==> src/rtl/l2_output_encoder.sv <==
// rtl/l2_output_encoder.sv - four independent single-entry L2 output channels with handshake
`ifndef L2_TAG_BITS
`define L2_TAG_BITS 20
`endif
`ifndef L2_SET_BITS
`define L2_SET_BITS 8
`endif
`ifndef BITS_PER_LINE
`define BITS_PER_LINE 128
`endif
`ifndef MSG_TYPE_WIDTH
`define MSG_TYPE_WIDTH 5
`endif
`ifndef NOC_ID_WIDTH
`define NOC_ID_WIDTH 6
`endif

module l2_output_encoder #(
    parameter int TAG_W  = `L2_TAG_BITS,
    parameter int SET_W  = `L2_SET_BITS,
    parameter int LINE_W = `BITS_PER_LINE,
    parameter int MSG_W  = `MSG_TYPE_WIDTH,
    parameter int ID_W   = `NOC_ID_WIDTH
) (
    input  logic                   clk,
    input  logic                   rst,
    input  logic                   send_req_out,
    input  logic                   send_rsp_out,
    input  logic                   send_rd_rsp,
    input  logic                   send_inval,
    input  logic [MSG_W-1:0]       in_coh_msg,
    input  logic [ID_W-1:0]        in_req_id,
    input  logic [TAG_W-1:0]       in_tag,
    input  logic [SET_W-1:0]       in_set,
    input  logic [LINE_W-1:0]      in_line,
    output logic                   l2_req_out_valid,
    input  logic                   l2_req_out_ready,
    output logic [MSG_W-1:0]       l2_req_out_coh_msg,
    output logic [TAG_W+SET_W-1:0] l2_req_out_addr,
    output logic [LINE_W-1:0]      l2_req_out_line,
    output logic                   l2_rsp_out_valid,
    input  logic                   l2_rsp_out_ready,
    output logic [MSG_W-1:0]       l2_rsp_out_coh_msg,
    output logic [ID_W-1:0]        l2_rsp_out_req_id,
    output logic [TAG_W+SET_W-1:0] l2_rsp_out_addr,
    output logic [LINE_W-1:0]      l2_rsp_out_line,
    output logic                   l2_rd_rsp_valid,
    input  logic                   l2_rd_rsp_ready,
    output logic [LINE_W-1:0]      l2_rd_rsp_line,
    output logic                   l2_inval_valid,
    input  logic                   l2_inval_ready,
    output logic [TAG_W+SET_W-1:0] l2_inval_addr,
    output logic                   busy_req_out,
    output logic                   busy_rsp_out,
    output logic                   busy_rd_rsp,
    output logic                   busy_inval,
    output logic                   outputs_idle,
    output logic [2:0]             pending_cnt,
    output logic                   overflow_err
);

    logic [TAG_W+SET_W-1:0] in_addr;
    logic acc_req, acc_rsp, acc_rd, acc_inv;
    logic nxt_req, nxt_rsp, nxt_rd, nxt_inv;
    logic ovf_hit;
    logic [2:0] nxt_cnt;

    assign in_addr = {in_tag, in_set};

    // A channel is busy only when its entry is full and will not drain this cycle.
    assign busy_req_out = l2_req_out_valid & ~l2_req_out_ready;
    assign busy_rsp_out = l2_rsp_out_valid & ~l2_rsp_out_ready;
    assign busy_rd_rsp  = l2_rd_rsp_valid  & ~l2_rd_rsp_ready;
    assign busy_inval   = l2_inval_valid   & ~l2_inval_ready;

    assign outputs_idle = (pending_cnt == 3'd0);

    // Accept decisions, next valid bits and the next occupancy count.
    always_comb begin
        acc_req = send_req_out & ~busy_req_out;
        acc_rsp = send_rsp_out & ~busy_rsp_out;
        acc_rd  = send_rd_rsp  & ~busy_rd_rsp;
        acc_inv = send_inval   & ~busy_inval;
        nxt_req = acc_req | busy_req_out;
        nxt_rsp = acc_rsp | busy_rsp_out;
        nxt_rd  = acc_rd  | busy_rd_rsp;
        nxt_inv = acc_inv | busy_inval;
        ovf_hit = (send_req_out & busy_req_out) | (send_rsp_out & busy_rsp_out) |
                  (send_rd_rsp & busy_rd_rsp) | (send_inval & busy_inval);
        nxt_cnt = {2'b00, nxt_req} + {2'b00, nxt_rsp} + {2'b00, nxt_rd} + {2'b00, nxt_inv};
    end

    // Entry registers: valid bits follow next-state, payloads load only on accept.
    always_ff @(posedge clk) begin
        if (rst) begin
            l2_req_out_valid   <= 1'b0;
            l2_rsp_out_valid   <= 1'b0;
            l2_rd_rsp_valid    <= 1'b0;
            l2_inval_valid     <= 1'b0;
            l2_req_out_coh_msg <= '0;
            l2_req_out_addr    <= '0;
            l2_req_out_line    <= '0;
            l2_rsp_out_coh_msg <= '0;
            l2_rsp_out_req_id  <= '0;
            l2_rsp_out_addr    <= '0;
            l2_rsp_out_line    <= '0;
            l2_rd_rsp_line     <= '0;
            l2_inval_addr      <= '0;
            pending_cnt        <= 3'd0;
            overflow_err       <= 1'b0;
        end else begin
            l2_req_out_valid <= nxt_req;
            l2_rsp_out_valid <= nxt_rsp;
            l2_rd_rsp_valid  <= nxt_rd;
            l2_inval_valid   <= nxt_inv;
            pending_cnt      <= nxt_cnt;
            if (ovf_hit)
                overflow_err <= 1'b1;
            if (acc_req) begin
                l2_req_out_coh_msg <= in_coh_msg;
                l2_req_out_addr    <= in_addr;
                l2_req_out_line    <= in_line;
            end
            if (acc_rsp) begin
                l2_rsp_out_coh_msg <= in_coh_msg;
                l2_rsp_out_req_id  <= in_req_id;
                l2_rsp_out_addr    <= in_addr;
                l2_rsp_out_line    <= in_line;
            end
            if (acc_rd)
                l2_rd_rsp_line <= in_line;
            if (acc_inv)
                l2_inval_addr <= in_addr;
        end
    end

endmodule
==> config.mk <==
export PLATFORM = sky130hd
export DESIGN_NAME = l2_output_encoder
export DESIGN_NICKNAME = d
export VERILOG_FILES = /design/src/rtl/l2_output_encoder.sv
export SDC_FILE = /design/constraint.sdc
export NUM_CORES = 1
export LEC_CHECK = 0
export CAP_MARGIN = 20
export CORE_AREA = 3 3 263 265
export CTS_CLUSTER_SIZE = 12
export DETAILED_ROUTE_END_ITERATION = 6
export DIE_AREA = 0 0 266 268
export SYNTH_ARGS = -nofsm -noshare
export SYNTH_HDL_FRONTEND = slang
export SYNTH_SLANG_ARGS = --single-unit
export TNS_END_PERCENT = 50
==> constraint.sdc <==
create_clock -name clk -period 2.9 [get_ports clk]
set_clock_uncertainty 0.15 [all_clocks]
set_input_delay 0.435 -clock clk [delete_from_list [all_inputs] [get_ports clk]]
set_output_delay 0.435 -clock clk [all_outputs]
set_load 0.02 [all_outputs]
## Word level (Yosys, flattened, before mapping)

Cells that the tools add are included.
Widths: inputs -> output; s select.

| storage, ports and cells | value |
|---|---|
| register bits after elaboration | 492 |
| input bits | 177 |

| operators by class | value |
|---|---|
| bitwise gates (word level) | 27 |
| reductions and logical operators | 1 |
| add/sub/neg operators | 3 |

Operators by type and width:

| kind | number |
|---|---|
| $and 1x1->1 | 12 |
| $not 1->1 | 8 |
| $or 1x1->1 | 7 |
| $add 2x1->3 | 1 |
| $add 3x1->3 | 1 |
| $logic_not 3->1 | 1 |
| $add 1x1->2 | 1 |

## Logic depth before layout (Yosys ltp)

| logic depth | value |
|---|---|
| depth after elaboration | 8 |
| depth in mapped cells | 10 |
| gate-level depth less buffers | 6 |

## Worst setup path before layout

No wires, ideal clock.

| path | value |
|---|---|
| path kind | in2reg |
| start point | input port l2_req_out_ready |
| end point | register pending_cnt[1] |
| required time | 2.622 ns |
| arrival | 2.107 ns |
| slack | 0.515 ns |
| stages on the path | 9 |
| path through | nand2b_2 > buf_4 > buf_4 > buf_2 > nand2_1 > fa_1 > ha_1 > ha_1 > nor2b_1 |

| between the ends | value |
|---|---|
| longest elaborated chain between the ends | 8 |

Ends and longest elaborated chain:

| item | RTL line | source |
|---|---|---|
| from (decl) | 37 | `input logic l2_req_out_ready,` |
| $not 1->1 * | 71 | `assign busy_req_out = l2_req_out_valid & ~l2_req_out_ready;` |
| $and 1x1->1 * | 71 |  |
| $not 1->1 | 80 | `acc_req = send_req_out & ~busy_req_out;` |
| $and 1x1->1 | 80 |  |
| $or 1x1->1 * | 84 | `nxt_req = acc_req \| busy_req_out;` |
| named net nxt_req | 64 | `logic nxt_req, nxt_rsp, nxt_rd, nxt_inv;` |
| $add 1x1->2 * | 90 | `nxt_cnt = {2'b00, nxt_req} + {2'b00, nxt_rsp} + {2'b00, nxt_rd} + {2'b00, nxt_inv};` |
| $add 2x1->3 * | 90 |  |
| $add 3x1->3 * | 90 |  |
| named net nxt_cnt[1] | 66 | `logic [2:0] nxt_cnt;` |
| to (signal assigned) | 116 | `pending_cnt <= nxt_cnt;` |
| to (decl) | 58 | `output logic [2:0] pending_cnt,` |

Mark *: on every way through the listed nets, which the timed path passes. The rest lies on a longest branch.
A chain may end at the register's enable or synchronous reset.

## Worst setup path in the final report

| path | value |
|---|---|
| start point | input port l2_inval_ready |
| end point | output port busy_inval |

| between the ends | value |
|---|---|
| longest elaborated chain between the ends | 2 |

Ends and longest elaborated chain:

| item | RTL line | source |
|---|---|---|
| from (decl) | 51 | `input logic l2_inval_ready,` |
| $not 1->1 | 74 | `assign busy_inval = l2_inval_valid & ~l2_inval_ready;` |
| $and 1x1->1 | 74 |  |
| to (decl) | 56 | `output logic busy_inval,` |

Every way passes these cells.

==> impl_metrics.toml <==
[sta]
setup_tns_ps = 0
tightest_slew_ps = 1000
final.period_utilization = 0.865
fmax_mhz = 399
finalSetupViolations = 0
slew_viol_final = 0
slew_headroom = 0.332
finalCriticalPeriod_ps = 2510
rsz0062_at_grt = "no"
finalHoldViolations = 0
holdWs_ps = 171

[clocking]
htree_levels = 2
cts_root_buffer = "clkbuf_16"
cts_sinks = 492
tritoncts = "yes"
post_cts_buffers = 0
cts_hold_buf = 0
clockBufferDepth = 3
clock_latency_ps = 580
cts-resized-gates = 0
cts_buffers = 55
clk_pin_slew_ps = 60

[final_layout]
stdcell_area_sq_um = 27600
final_cell_mix = "clkdlybuf4s50_1 (669), dfxtp_1 (492), a21oi_1 (490), nand3_1 (484), o21ai_0 (430)"
finalNonFillerCells = 3659
final_common_cell = "clkdlybuf4s50_1"
nets = 2926
areaGrowthSynthToFinish_pct = 48.0
drive_gt1_frac = 0.0499

[pwr]
p_leak_nw = 9.64
share_seq_of_total_power = 0.420
p_switching_mw = 4.88
clkPwrFrac = 0.407
p_comb_frac = 0.173
p_sw_frac = 0.278
p_int_mw = 12.7
power_density_nw_per_um2 = 636
peakVddDrop_mv = 0.446

[logic_synthesis]
netlist.area_leader.share = 0.527
yosysSeqAreaShare = 0.527
synthTopCellsByArea = "dfxtp_1 (53%), a21oi_1 (13%), nand3_1 (13%)"
ys_warn_count = 0
ys_types = 26
netlist.top_cell.by_area = "dfxtp_1"
syn_inst = 2242
synth-seq-cells = 492
avgSynthCellArea_sq_um = 8.33
synth_area_sq_um = 18700
syn-num-nets = 2422

[drt]
vias = 20100
ant_nets = 0
drt_pre_antenna_iters = 6
drtIter0Drc = 2044
avgRoutedWirePerCell_um = 23.8
routed_via_density = 5.49
drc = 0
wirelength_um = 86900

[setup_path]
r2r-end = "l2_rsp_out_line[52]"
path_max_fanout = 7
crit_path_start_kind = "primary input"
worstSetupEndpointType = "primary output"
ff2ff_path_depth = 7
worstPathArrival_ps = 1920
path_class = "in -> out"
cp.required_ps = 2320
timing.rr.start = "l2_rsp_out_valid"
reg2reg_slack_ps = 880

[grt]
grt_first_pass_wirelength_um = 127000
grt_pass1_vias = 19300
grt_max_degree = 169
grt_overflow = 0
grt_usage = 0.229
antenna_found_initial = 3

[min_path]
hp-start = "rst"
hold_depth = 2
min_to = "l2_rsp_out_line[43]"
hold_class = "in -> reg"

[die]
dieArea_sq_um = 71300
initial_utilization = 0.279
io_pins = 674
chipWidth_um = 266
core_sq_um = 67000
rows = 95
die_y_um = 268

[run_status]
status = "finished, final reports clean"

[flow_run]
maxCapViolCount = 0

[placement]
port_buffers = 673
routabilityCongestion = 0.861
postPlaceCellArea_sq_um = 25800
placedCellCount = 3562
dp_hpwl_um = 54800
[cell families (layout without fill, tap and decap cells)]
kind of cell | count (synthesis) | after routing | share of synthesized area
adder cells (fa/ha/maj) | 3 | 3 | 0.00241
buffers and inverters | 276 | 819 | 0.0751
flip-flops | 492 | 492 | 0.527
AND/OR/NAND/NOR | 496 | 496 | 0.134
other | 0 | 1 | 0
AO/OA/AOI/OAI | 975 | 975 | 0.262
[worst max-delay path, cell delays in order]
cell             delay, ps
clkdlybuf4s50_1        400
nand2b_1               210
buf_4                  190
inv_1                   80
clkdlybuf4s50_1        610
[cell type report]
class	count	area [sq um]
Fill cell	6598	39400
Sequential cell	492	9850
Multi-Input combinational cell	1474	7440
Timing Repair Buffer	715	7360
Clock buffer	83	1660
Tap cell	873	1090
Clock inverter	13	176
Inverter	8	55.1
Antenna cell	1	2.50
[routing by layer]
layer	up-vias	GRT usage	wire, um
met2	1144	0.377	40400
met1	9745	0.278	33400
met3	188	0.0667	8910
li1	9018	-	-
met5	-	0	13
met4	2	0.102	4180
[worst max-delay path by stage]
stage / startpoint / end / slack (ps) / cells past startpoint
after CTS: l2_rsp_out_valid / busy_rsp_out / 320 / 4
after global routing: l2_rd_rsp_valid / busy_rd_rsp / 310 / 3
after floorplan: l2_req_out_ready / pending_cnt[1] / 520 / 9
final: l2_inval_ready / busy_inval / 390 / 5
after global placement: l2_req_out_ready / pending_cnt[1] / 280 / 7
after detailed placement: l2_req_out_ready / pending_cnt[1] / 320 / 7
[metrics by stage]
stage,utilization,worst slack (ps),power (mW)
after floorplan,-,515,8.91
after global placement,0.385,283,10.5
after detailed placement,0.385,315,10.6
after CTS,0.412,320,17.7
after global routing,0.412,309,18.2
final,0.412,393,17.6
[sequential cells by signal, summed over array words and instances (netlist names)]
signal              cells
l2_req_out_addr        28
l2_req_out_line       128
overflow_err            1
l2_rsp_out_line       128
l2_inval_addr          28
l2_rsp_out_coh_msg      5
l2_req_out_coh_msg      5
l2_req_out_valid        1
l2_inval_valid          1
l2_rd_rsp_line        128
l2_rsp_out_valid        1
pending_cnt             3
l2_rd_rsp_valid         1
l2_rsp_out_addr        28
l2_rsp_out_req_id       6
[cell usage after synthesis, drive strengths merged]
master / number
fa: 1
nand3: 484
nor3: 1
clkinv: 1
inv: 7
a21oi: 490
buf: 131
ha: 2
a222oi: 1
nor2b: 3
nand2b: 4
nand2: 4
clkbuf: 137
dfxtp: 492
o21ai: 484
[power by group through the flow]
stage / Clock (mW) / Combinational (mW) / Sequential, mW
after floorplan: 0 / 0.939 / 7.97
after global placement: 0 / 3.01 / 7.50
after detailed placement: 0 / 3.04 / 7.52
after CTS: 7.32 / 3.04 / 7.38
after global routing: 7.55 / 3.21 / 7.42
final: 7.15 / 3.04 / 7.38
No activity file was read; power rests on OpenSTA's default activity.
